<file path="src/rtl/id_regread_stage.sv">
// ---------------------------------------------------------------------------
// id_regread_stage
//   Decode / register-read pipeline stage. Holds the architectural register
//   file, reads both source operands (with same-cycle write-back bypass),
//   detects load-use hazards against the instruction held in the output
//   register, and presents a valid/ready handshake on both sides.
//
// Ports
//   clk, rst                     clock, asynchronous active-high reset
//   in_valid / in_ready          upstream decode handshake
//   in_rs1, in_rs2, in_rd        source / destination register addresses
//   in_imm, in_ctrl, in_is_load  immediate, opaque control bundle, load flag
//   wb_we, wb_addr, wb_data      register-file write-back port
//   flush                        discard held instruction (branch taken)
//   out_valid / out_ready        downstream execute handshake
//   out_rs1_data, out_rs2_data   operand data read for the held instruction
//   out_imm, out_rd, out_ctrl,
//   out_is_load                  fields of the held instruction
//   stall_cnt                    saturating count of load-use bubbles
// ---------------------------------------------------------------------------
module id_regread_stage #(
   parameter int DATA_W   = 16,
   parameter int NUM_REGS = 16,
   parameter int ADDR_W   = 4,
   parameter int ZERO_REG = NUM_REGS - 1,
   parameter int CTRL_W   = 12
) (
   input  logic              clk,
   input  logic              rst,
   input  logic              in_valid,
   output logic              in_ready,
   input  logic [ADDR_W-1:0] in_rs1,
   input  logic [ADDR_W-1:0] in_rs2,
   input  logic [ADDR_W-1:0] in_rd,
   input  logic [DATA_W-1:0] in_imm,
   input  logic [CTRL_W-1:0] in_ctrl,
   input  logic              in_is_load,
   input  logic              wb_we,
   input  logic [ADDR_W-1:0] wb_addr,
   input  logic [DATA_W-1:0] wb_data,
   input  logic              flush,
   output logic              out_valid,
   input  logic              out_ready,
   output logic [DATA_W-1:0] out_rs1_data,
   output logic [DATA_W-1:0] out_rs2_data,
   output logic [DATA_W-1:0] out_imm,
   output logic [ADDR_W-1:0] out_rd,
   output logic [CTRL_W-1:0] out_ctrl,
   output logic              out_is_load,
   output logic [15:0]       stall_cnt
);

   localparam logic [ADDR_W-1:0] ZERO_ADDR = ADDR_W'(ZERO_REG);

   logic [DATA_W-1:0] regs_r [NUM_REGS];
   logic [DATA_W-1:0] rs1_data_s;
   logic [DATA_W-1:0] rs2_data_s;
   logic              hazard_s;
   logic              advance_s;
   logic              transfer_s;

   // Register file storage; writes to the "no register" address are dropped.
   always_ff @(posedge clk or posedge rst) begin
      if (rst) begin
         for (int i = 0; i < NUM_REGS; i++) begin
            regs_r[i] <= '0;
         end
      end else if (wb_we && (wb_addr != ZERO_ADDR)) begin
         regs_r[wb_addr] <= wb_data;
      end
   end

   // Operand 1 read: zero register, then write-back bypass, then storage.
   always_comb begin
      rs1_data_s = '0;
      if (in_rs1 == ZERO_ADDR) begin
         rs1_data_s = '0;
      end else if (wb_we && (wb_addr == in_rs1)) begin
         rs1_data_s = wb_data;
      end else begin
         rs1_data_s = regs_r[in_rs1];
      end
   end

   // Operand 2 read: same priority as operand 1.
   always_comb begin
      rs2_data_s = '0;
      if (in_rs2 == ZERO_ADDR) begin
         rs2_data_s = '0;
      end else if (wb_we && (wb_addr == in_rs2)) begin
         rs2_data_s = wb_data;
      end else begin
         rs2_data_s = regs_r[in_rs2];
      end
   end

   // Load-use hazard and handshake. The load data is not available until
   // after execute/memory, so a dependent instruction must wait one bubble.
   always_comb begin
      hazard_s   = out_valid && out_is_load && (out_rd != ZERO_ADDR) &&
                   in_valid && ((in_rs1 == out_rd) || (in_rs2 == out_rd));
      advance_s  = out_ready || !out_valid;
      in_ready   = advance_s && !hazard_s && !flush;
      transfer_s = in_valid && in_ready;
   end

   // Output register: flush wins, then transfer, then bubble, else hold.
   always_ff @(posedge clk or posedge rst) begin
      if (rst) begin
         out_valid    <= 1'b0;
         out_rs1_data <= '0;
         out_rs2_data <= '0;
         out_imm      <= '0;
         out_rd       <= ZERO_ADDR;
         out_ctrl     <= '0;
         out_is_load  <= 1'b0;
      end else if (flush) begin
         out_valid <= 1'b0;
      end else if (transfer_s) begin
         out_valid    <= 1'b1;
         out_rs1_data <= rs1_data_s;
         out_rs2_data <= rs2_data_s;
         out_imm      <= in_imm;
         out_rd       <= in_rd;
         out_ctrl     <= in_ctrl;
         out_is_load  <= in_is_load;
      end else if (advance_s) begin
         out_valid <= 1'b0;
      end else begin
         out_valid <= out_valid;
      end
   end

   // Bubble counter: counts cycles where a bubble is actually sent downstream.
   always_ff @(posedge clk or posedge rst) begin
      if (rst) begin
         stall_cnt <= 16'h0000;
      end else if (hazard_s && out_ready && (stall_cnt != 16'hFFFF)) begin
         stall_cnt <= stall_cnt + 16'h0001;
      end else begin
         stall_cnt <= stall_cnt;
      end
   end

endmodule

</file>
<file path="config.mk">
export PLATFORM = sky130hd
export DESIGN_NAME = id_regread_stage
export DESIGN_NICKNAME = d
export VERILOG_FILES = /design/src/rtl/id_regread_stage.sv
export SDC_FILE = /design/constraint.sdc
export NUM_CORES = 1
export LEC_CHECK = 0
export ABC_AREA = 1
export BUFFER_PORTS_ARGS = -buffer_cell sky130_fd_sc_hd__buf_2
export CAP_MARGIN = 30
export CORE_ASPECT_RATIO = 0.5
export CORE_MARGIN = 2
export CORE_UTILIZATION = 25
export CTS_CLUSTER_DIAMETER = 50
export DETAILED_ROUTE_END_ITERATION = 16
export PLACE_DENSITY_LB_ADDON = 0.05
export SLEW_MARGIN = 20
export SYNTH_ARGS = -nofsm -noshare
export SYNTH_HDL_FRONTEND = slang
export SYNTH_SLANG_ARGS = --single-unit
</file>
<file path="constraint.sdc">
create_clock -name clk -period 28.2 [get_ports clk]
set_input_delay 1.41 -clock clk [delete_from_list [all_inputs] [get_ports clk]]
set_output_delay 1.41 -clock clk [all_outputs]
set_load 0.01 [all_outputs]
</file>
==> results.cfg <==
[detailed_routing]
drc = 0
wire_per_inst_um = 21.4
drt-vias-per-instance = 4.64
drtIter0Drc = 1636
finalWirelength_mm = 83.1
vias = 17979
drt_first_pass_iters = 6
drtAntennaViolNets = 0

[yosys]
synthDistinctLibCells = 24
synthXorXnorAreaFrac = 0.00561
synth_top_family_by_area = simple AND/OR/NAND/NOR gates
yosys_register_bits = 338
avgSynthCellArea_um2 = 6.70
synth_compound_area_frac = 0.0753
post-synth-top-area-cell = dfrtp_1
ys_seq_area_frac = 0.452
synth_top_cell_area_share = 0.446
syn_area_um2 = 18700
syn-num-nets = 2864
ys_top_cells_by_area = dfrtp_1, nand2_1, nand3_1, o21ai_0, inv_1
yosysWarningCount = 0
synth_simple_gate_area_frac = 0.365
synthMuxAreaShare = 0
synth-adder-area-share = 0.000668
netlist_instances = 2796

[final_layout]
nets = 2905
layout-drive-gt1-share = 0.0977
syn2layout_area_growth_pct = 16.2
nFillCells = 8161
layout_common_cells = nand2_1, nand3_1, dfrtp_1
final_common_cell = nand2_1

[power_and_ir_drop]
finalPower_uw = 1570
p_sw_uw = 535
p_leak_uw = 0.0113
power_density_nw_per_um2 = 72.2
internal_power_uw = 1040
clock_power_share = 0.375
power.share.sequential = 0.400
peakVddDrop_mv = 0.0378
p_comb_frac = 0.225
power.share.switching = 0.341

[clock_tree]
cts.path.max_buffers = 3
hold_buffers = 0
root_buffer = clkbuf_16
htree_levels = 2
path_clk_slew_ns = 0.06
clk_latency_ns = 0.59
cts_tree = yes
post_cts_buffers = 0
cts_resized = 0
clkSinkCount = 338
cts_buffers = 42

[global_routing]
grt_max_degree = 87
grt_pass1_wl_mm = 122
grt.total_usage = 0.215
grt-ovfl-total = 0
antenna_found_initial = 1
grt_pass1_vias = 16851

[run_status]
status = completed

[floorplanning]
io_pins = 150
core_area_um2 = 73700
die_area_um2 = 77300
initial_core_util = 0.254
rows = 70
die_h_um = 198
die_w_um = 391

[timing]
finalCriticalPeriod_ns = 4.62
rsz0062_at_grt = no
skew_ns = 0.0275
finalCritPeriodShare = 0.164
fin_setup_tns_ns = 0
finalMaxSlewViolations = 0
relSlewSlack = 0.380
finalHoldViolations = 0
clock.fmax_mhz = 217
worst_pin_slew_ns = 0.927
finalSetupViolations = 0

[hold_path]
worstHoldPathType = reg -> reg

[setup_path]
worstPathRequired_ns = 26.79
critPathLaunchType = input port
cp.arrival_ns = 3.21
end_kind = output pin
crit_fanout = 31
critical_path_class = in -> out

[placement]
gp_congestion = 0.831
portBuffers = 149
hpwlAfterDp_mm = 53.9

[flow_run]
drv_cap = 0
## stage by stage
stage / area (um2) / hold slack (ns) / util / cells / setup slack (ns)
floorplan: 18700 / 0.450 / - / 2796 / 17.43
global placement: 20300 / 0.390 / 0.275 / 3798 / 23.51
detailed placement: 20300 / 0.388 / 0.276 / 3800 / 23.50
CTS: 21700 / 0.404 / 0.295 / 3873 / 23.58
global route: 21800 / 0.415 / 0.296 / 3874 / 23.44
finish: 21800 / 0.402 / 0.296 / 3878 / 23.58
## logic make-up after synthesis
kind of cell,after synthesis
and+or+nand+nor,1691
buffers and inverters,472
DFF,338
AOI/OAI and AO/OA,282
xor gates and xnor gates,12
adders and majority gates,1
## power groups by stage
stage                     Combinational (uW)  Sequential (uW)  Clock [uW]
after floorplan                          216              633           0
after global placement                   352              636           0
after detailed placement                 351              636           0
after CTS                                353              628         609
after global routing                     404              640         627
final                                    353              629         590
## final cells by class
class / instances / area, um2 / area share
sequential: 338 / 8460 / 0.389
multi-input combinational: 1986 / 8400 / 0.386
tap: 1008 / 1260 / 0.0579
timing repair buffer: 197 / 1170 / 0.0538
clock buffer: 57 / 1190 / 0.0546
antenna: 4 / 10.0 / 0.000460
clock inverter: 16 / 251 / 0.0115
inverter: 272 / 1030 / 0.0474
## flip-flops by register name (all words and copies together) (netlist names)
signal,count
stall_cnt,16
out_valid,1
out_imm,16
out_rs1_data,16
out_rs2_data,16
regs_r,256
out_ctrl,12
out_is_load,1
out_rd,4
## Yosys cell counts
cell type	instances
buf_6	3
o21ai_0	276
buf_1	18
nor2_1	197
nand3b_1	1
a21oi_1	6
nor3_1	9
inv_1	270
xnor2_1	7
xor2_1	5
nor2b_1	1
clkbuf_1	93
dfrtp_1	334
dfstp_2	4
nor2_4	1
buf_2	85
nand2_1	1108
nor2_2	1
nand3_1	371
nand3_2	1
ha_1	1
nand4_1	1
buf_4	1
inv_2	2
## final timing paths
path / startpoint / to / slack [ns] / depth (start not counted)
setup / recovery: in_rs1[1] / in_ready / 23.58 / 13
hold / removal: regs_r[6] / regs_r[6] / 0.40 / 0
setup reg to reg: out_rd[2] / out_rs1_data[10] / 25.32 / 8
hold reg to reg: regs_r[6] / regs_r[6] / 0.40 / 0
max in group asynchronous: rst / regs_r[154] / 24.92 / 5
min in group asynchronous: rst / regs_r[100] / 0.78 / 2
## per-layer routing
layer	global-route usage	routed length [um]	vias up
met3	0.0577	6980	66
met1	0.342	43500	8576
met5	0	0	-
li1	-	-	8763
met4	0.0385	1040	0
met2	0.283	31500	574
## critical path, stage by stage
cell     delay, ns
buf_2         0.10
buf_4         0.27
inv_2         0.08
buf_4         0.48
nand2_1       0.10
nand2_1       0.08
nor2_1        0.05
nand2_1       0.05
nand2_1       0.09
nand2_1       0.16
nand2_1       0.07
nor2_1        0.10
buf_2         0.14
Power figures use the tool's default switching activity.
